**config.mk**
```make
export PLATFORM = sky130hd
export DESIGN_NAME = disp_scan_ctrl
export DESIGN_NICKNAME = d
export VERILOG_FILES = /design/src/rtl/disp_pkg.sv /design/src/rtl/disp_slot_timer.sv /design/src/rtl/disp_scan_ctrl.sv
export SDC_FILE = /design/constraint.sdc
export NUM_CORES = 1
export LEC_CHECK = 0
export CAP_MARGIN = 10
export CORE_ASPECT_RATIO = 0.5
export CORE_MARGIN = 1.5
export CORE_UTILIZATION = 50
export DETAILED_ROUTE_END_ITERATION = 6
export PLACE_DENSITY = 0.73
export SKIP_CTS_REPAIR_TIMING = 1
export SLEW_MARGIN = 20
export SYNTH_ARGS = -nofsm -noshare
export SYNTH_HDL_FRONTEND = slang
export SYNTH_HIERARCHICAL = 1
export SYNTH_SLANG_ARGS = --single-unit
```
**constraint.sdc**
```tcl
create_clock -name clock -period 2.7 [get_ports clock]
set_clock_uncertainty 0.2 [all_clocks]
set_input_delay 0.54 -clock clock [delete_from_list [all_inputs] [get_ports clock]]
set_output_delay 0.54 -clock clock [all_outputs]
set_load 0.02 [all_outputs]
```
**src/rtl/disp_pkg.sv**
```systemverilog
// disp_pkg: shared constants, state type and anode helper for the display scan slice
package disp_pkg;
   localparam int NUM_DIGITS = 4;
   localparam int DIGIT_W = 4;
   localparam logic [NUM_DIGITS-1:0] ANODE_OFF = 4'hF;
   typedef enum logic [1:0] {IDLE, BLANK, ON} stateT;
   function automatic logic [NUM_DIGITS-1:0] anodeOn(input logic [1:0] sel);
      return ~(NUM_DIGITS'(1) << sel);
   endfunction
endpackage

```
**src/rtl/disp_slot_timer.sv**
```systemverilog
// disp_slot_timer: per-digit slot counter; phase_on looks one cycle ahead so the caller can register its anodes
module disp_slot_timer #(
   parameter int CLK_DIV = 50000,
   parameter int DEAD_CYCLES = 16
) (
   input  logic clock,
   input  logic reset,
   input  logic run,
   output logic phase_on,
   output logic slot_end
);
   localparam int W = $clog2(CLK_DIV);
   logic [W-1:0] cnt;
   assign slot_end = run && cnt == W'(CLK_DIV - 1);
   // true when the cycle after this edge lies in the lit part of the slot
   assign phase_on = run && !slot_end && cnt >= W'(DEAD_CYCLES - 1);
   always_ff @(posedge clock)
      cnt <= reset || !run || slot_end ? '0 : cnt + 1'b1;
endmodule

```
**src/rtl/disp_scan_ctrl.sv**
```systemverilog
// disp_scan_ctrl: 4-digit scan with dead-time and frame-aligned double buffering
// DISP_LZ_BLANK_EN: keep digits above the highest nonzero nibble dark
module disp_scan_ctrl
   import disp_pkg::*;
#(
   parameter int CLK_DIV = 50000,
   parameter int DEAD_CYCLES = 16
) (
   input  logic                           clock,
   input  logic                           reset,
   input  logic                           enable,
   input  logic [NUM_DIGITS*DIGIT_W-1:0]  value_in,
   input  logic                           load,
   output logic                           load_ack,
   output logic [1:0]                     scan,
   output logic [DIGIT_W-1:0]             digit_out,
   output logic [NUM_DIGITS-1:0]          anode_n,
   output logic                           frame_done
);
   stateT state;
   logic run, phaseOn, slotEnd, pending, lit;
   logic [NUM_DIGITS*DIGIT_W-1:0] shadow, active;
   assign run = enable && state != IDLE;
   assign frame_done = slotEnd && &scan;
   assign digit_out = DIGIT_W'(active >> {scan, 2'b00});
`ifdef DISP_LZ_BLANK_EN
   assign lit = scan == 2'd0 || |(active >> {scan, 2'b00});
`else
   assign lit = 1'b1;
`endif
   disp_slot_timer #(.CLK_DIV(CLK_DIV), .DEAD_CYCLES(DEAD_CYCLES)) uTimer (
      .clock(clock),
      .reset(reset),
      .run(run),
      .phase_on(phaseOn),
      .slot_end(slotEnd)
   );
   // scan only moves at a slot end, so it is already the next cycle's digit whenever phaseOn is set
   always_ff @(posedge clock)
      if (reset) begin
         state <= IDLE;
         scan <= 2'd0;
         anode_n <= ANODE_OFF;
         shadow <= '0;
         active <= '0;
         pending <= 1'b0;
         load_ack <= 1'b0;
      end else begin
         state <= !enable ? IDLE : phaseOn ? ON : BLANK;
         scan <= run ? scan + 2'(slotEnd) : 2'd0;
         anode_n <= phaseOn && lit ? anodeOn(scan) : ANODE_OFF;
         shadow <= load ? value_in : shadow;
         active <= frame_done && pending ? shadow : active;
         pending <= load || (pending && !frame_done);
         load_ack <= frame_done && pending;
      end
endmodule

```
# Word level (Yosys, flattened, before mapping)
# Cells that the tools add are included.
[classes]
add_sub_neg = 2
magnitude_cmp = 1
n_eq_ne = 1
shift = 2
mux = 1
bitwise_logic = 4
n_reduce_logical = 18
[op_table]
columns = ["cell", "n"]
rows = [
  ["16-bit by 1-bit adder with 16-bit output (second input constant)", 1],
  ["16-bit == test (second input constant)", 1],
  ["16-bit by 4-bit greater-or-equal comparator with 1-bit output (second input constant)", 1],
  ["16-bit by 4-bit right shift with 4-bit output", 1],
  ["1-bit logical AND", 7],
  ["2-bit OR reduction", 3],
  ["4-bit NOT", 1],
  ["1-bit by 2-bit << shifter with 4-bit output (first input constant)", 1],
  ["1-bit logical NOT", 3],
  ["1-bit logical OR", 3],
  ["1-bit NOT", 3],
  ["2-bit by 1-bit adder with 2-bit output", 1],
  ["2-bit two-way mux", 1],
  ["2-bit AND reduction", 1],
  ["2-bit nonzero test", 1],
]
[totals]
register_bits = 58
in_bits = 20

# Depth between registers and ports, before layout
[depth]
word_depth = 8
mapped_depth = 8
depth_no_buf = 7

# Hierarchy
# Netlist, hierarchy kept.
[modules_own_cells]
columns = ["module", "n_inst", "cells_per_inst", "area_per_inst_um2", "seq_area_each_um2"]
rows = [
  ["disp_scan_ctrl", 1, 159, 1756.7, 840.8],
  ["disp_slot_timer", 1, 89, 763.2, 320.3],
]

# Worst setup path before layout
# No wires, ideal clock.
[synth_path]
path_type = "flip-flop to output port"
startpoint = "reg uTimer.cnt[0]"
endpoint = "out frame_done"
arrival_time_ns = 1.497
required_ns = 1.960
path_slack_ns = 0.463
stages_incl_launch_ff = 6
n_path_buf = 0
path_cell_list = "dfxtp_1 > ha_1 > and3_4 > nand4_1 > nor3_1 > and3_1"
[synth_between]
elab_chain_len = 3
[synth_rtl]
columns = ["item", "line_no", "rtl"]
rows = [
  ["start, declared", "disp_slot_timer.sv:13", "logic [W-1:0] cnt;"],
  ["start signal, assigned", "disp_slot_timer.sv:18", "cnt <= reset || !run || slot_end ? '0 : cnt + 1'b1;"],
  ["16-bit == test", "disp_slot_timer.sv:14", "assign slot_end = run && cnt == W'(CLK_DIV - 1);"],
  ["1-bit logical AND", "disp_slot_timer.sv:14", ""],
  ["via slotEnd", "disp_scan_ctrl.sv:21", "logic run, phaseOn, slotEnd, pending, lit;"],
  ["1-bit logical AND", "disp_scan_ctrl.sv:24", "assign frame_done = slotEnd && &scan;"],
  ["end, declared", "disp_scan_ctrl.sv:18", "output logic frame_done"],
]
# The timed path passes the listed nets, and every way through them passes these cells.

# Worst setup path in the final report
[layout_path]
startpoint = "reg scan[0]"
endpoint = "out digit_out[3]"
[layout_between]
elab_chain_len = 1
[layout_rtl]
columns = ["item", "line_no", "rtl"]
rows = [
  ["start, declared", "disp_scan_ctrl.sv:15", "output logic [1:0] scan,"],
  ["start signal, assigned", "disp_scan_ctrl.sv:50", "scan <= run ? scan + 2'(slotEnd) : 2'd0;"],
  ["16-bit by 4-bit right shift with 4-bit output", "disp_scan_ctrl.sv:25", "assign digit_out = DIGIT_W'(active >> {scan, 2'b00});"],
  ["end, declared", "disp_scan_ctrl.sv:16", "output logic [DIGIT_W-1:0] digit_out,"],
]
# No other way between the ends.

==> out/qor.yml <==
clockBufferDepth: 2
finalSetupTns_ns: 0
ys.warnings.count: 6
initialDrtViolationCount: 60
synth.distinct_cells: 35
finalCriticalPeriod_ns: 2.608
area_growth_pct: 23.63
cp_slowest_cell: "mux4_1"
synthCells: 248
cts_sinks: 58
gp_congestion: 0.7894
vdd_drop_max_mv: 0.3916
io_pins: 32
slew_viol_final: 0
synthArstFlopShare_pct: 0
leakagePower_nw: 1.176
routed_wl_mm: 4.549
cellPowerDensity_mw_per_mm2: 591.3
insertion_delay_ns: 0.33
chipHeight_microns: 53.20
slowest_delay_ns: 0.58
io_buffers: 31
die_w_microns: 103.4
start_util_pct: 51.56
num_rows: 18
finalSetupViolCount: 0
p_clk_share_pct: 47.3
root_buffer: "clkbuf_8"
critical_path.max_fanout: 5
synth_area_leaders: "dfxtp_1 46%, mux2i_1 13%, nand2b_1 8.7%"
avgSynthCellArea_sq_um: 10.16
syn-cell-area_sq_mm: 0.002520
vias: 1817
synth_flop_cell: "dfxtp_1"
antenna_found_initial: 0
outcome: "complete, no violations"
placedCellCount: 344
slew_headroom_pct: 55.55
grt_pass1_vias: 1705
grt_pass1_wl_mm: 7.507
fmax_mhz: 383.4
seqPwrFrac_pct: 47.8
grt.total_usage_pct: 19.00
p_sw_mw: 0.3775
rsz0062_at_grt: "false"
core_sq_mm: 0.004887
end_kind: "output port"
worstPathRequired_ns: 1.96
cp_data_arrival_time_ns: 1.87
tritoncts: "done"
max_cap_viol_count: 0
p_sw_share_pct: 20.49
antenna_cells: 0
syn_nets: 270
period_share_pct: 96.60
dieArea_sq_mm: 0.005501
drc_errors: 0
hp-class: "reg2reg"
synth-seq-area-share_pct: 46.08
synth_edf_count: 0
drive_gt1_share_pct: 12.07
internal_power_mw: 1.465
finish.utilization_pct: 63.75
worstSetupStartpointType: "register"
dpl.hpwl_mm: 3.071
grt-ovfl-total: 0
instances_no_fill: 360
yosysTopAreaCell: "dfxtp_1"
wire_per_inst_microns: 12.64
cp_cell_sequence: "mux4_1 -> clkdlybuf4s50_1"
ant_nets: 0
cts_buffers: 9
finalHoldViolCount: 0
tightest_slew_ns: 0.6667
first_pass_iters: 4
htreeDepth: 3
clk_pin_slew_ns: 0.06
critical_path_class: "reg2out"
synth-seq-cells: 58
netlist.area_leader.share_pct: 46.08
vias_per_cell: 5.047
finalNetCount: 307
cp_top_family: "multiplexers"
grt_max_degree: 53
combPwrFrac_pct: 4.9
path_buf_inv: 1
-- final cells by class --
cell class                 instances  area [sq um]
clock buffer                      10         137.6
fill                             421          1772
inverter                           4         15.01
tap                               70         87.58
multi-input combinational        170          1232
timing repair buffer              42         400.4
clock inverter                     6         80.08
sequential                        58          1162
-- cells by family (layout without fill, tap and decap cells) --
family	Yosys count	after routing	synth area share, %
buf+inv	20	62	5.213
xor+xnor	15	15	5.214
simple gates	114	114	24.83
fa+ha+maj	2	2	0.9929
flops	58	58	46.08
mux	36	36	16.88
compound gates	3	3	0.7945
-- metal layers --
metal | track usage [%] | wire length (microns) | vias up
li1 | - | - | 912
met1 | 21.36 | 2085 | 870
met2 | 32.46 | 2246 | 30
met3 | 8.322 | 179 | 5
met4 | 6.757 | 38 | 0
met5 | 0 | 0 | -
-- flip-flops by register name, summed over array words and instances, names as in the netlist --
register	count
active	16
anode_n	4
load_ack	1
pending	1
scan	2
shadow	16
state	2
uTimer/cnt	16
-- through the flow --
step           total power, mW  area, sq um  worst slack (ns)  hold slack (ns)
2_1_floorplan           0.9498         2520            0.4632           0.2258
3_3_place_gp            0.9883         2897           -0.2691           0.2546
3_5_place_dp            0.9905         2897           -0.3063           0.2629
4_1_cts                  1.863         3114           -0.3291           0.2718
5_1_grt                  1.913         3115          0.001221           0.2824
6_report                 1.842         3115           0.09170           0.2680
-- worst paths after layout --
check                                              end  slack [ns]  cells after the start                startpoint
worst max-delay path                      digit_out[3]        0.09                      2        scan[0]$_SDFF_PP0_
worst min-delay path            active[5]$_SDFFE_PP0P_        0.27                      2    active[5]$_SDFFE_PP0P_
worst max register to register  active[9]$_SDFFE_PP0P_        0.53                      7  uTimer/cnt[1]$_SDFF_PP0_
worst min register to register  active[5]$_SDFFE_PP0P_        0.27                      2    active[5]$_SDFFE_PP0P_
-- worst register-to-register path, stage by stage (launching register included) --
cell     delay, ns
dfxtp_1       0.36
ha_1          0.17
and3_4        0.20
nand4_1       0.18
nor3_2        0.18
buf_4         0.14
and4_4        0.42
mux2i_1       0.25
-- cell usage after synthesis (2+ instances only) --
| master | count |
|---|---|
| nand2_1 | 6 |
| nor2b_1 | 2 |
| mux4_1 | 4 |
| nand3_1 | 3 |
| nor4_1 | 4 |
| inv_1 | 4 |
| xor2_1 | 9 |
| nor3b_1 | 2 |
| buf_2 | 5 |
| and3_1 | 2 |
| mux2i_1 | 32 |
| nand4_1 | 9 |
| nor3_1 | 3 |
| xnor2_1 | 6 |
| and2_1 | 2 |
| buf_6 | 4 |
| dfxtp_1 | 58 |
| nor2_1 | 37 |
| ha_1 | 2 |
| nand2b_1 | 35 |
| clkbuf_1 | 5 |
-- placed cells by master, fill, tap and decap left out, types with 2 or more instances in the layout --
cell             instances
xor2_1                   9
nand2b_1                35
nor2_1                  37
nor4_1                   4
nor3b_1                  2
dfxtp_1                 57
and2_1                   2
and3_1                   2
bufinv_16                2
mux4_1                   4
mux2i_1                 32
ha_1                     2
clkinv_2                 4
nand4_1                  9
nor2b_1                  2
nand3_1                  3
nor3_1                   2
buf_4                   10
xnor2_1                  6
clkdlybuf4s50_1         30
nand2_1                  6
clkbuf_8                10
inv_1                    4
-- power groups by stage --
stage	clock [mW]	sequential (mW)	combinational, mW
floorplan	0	0.898	0.0522
global placement	0	0.899	0.0891
detailed placement	0	0.900	0.0905
CTS	0.891	0.881	0.0910
global route	0.932	0.882	0.0984
finish	0.872	0.881	0.0897
(Power assumes the default switching activity.)
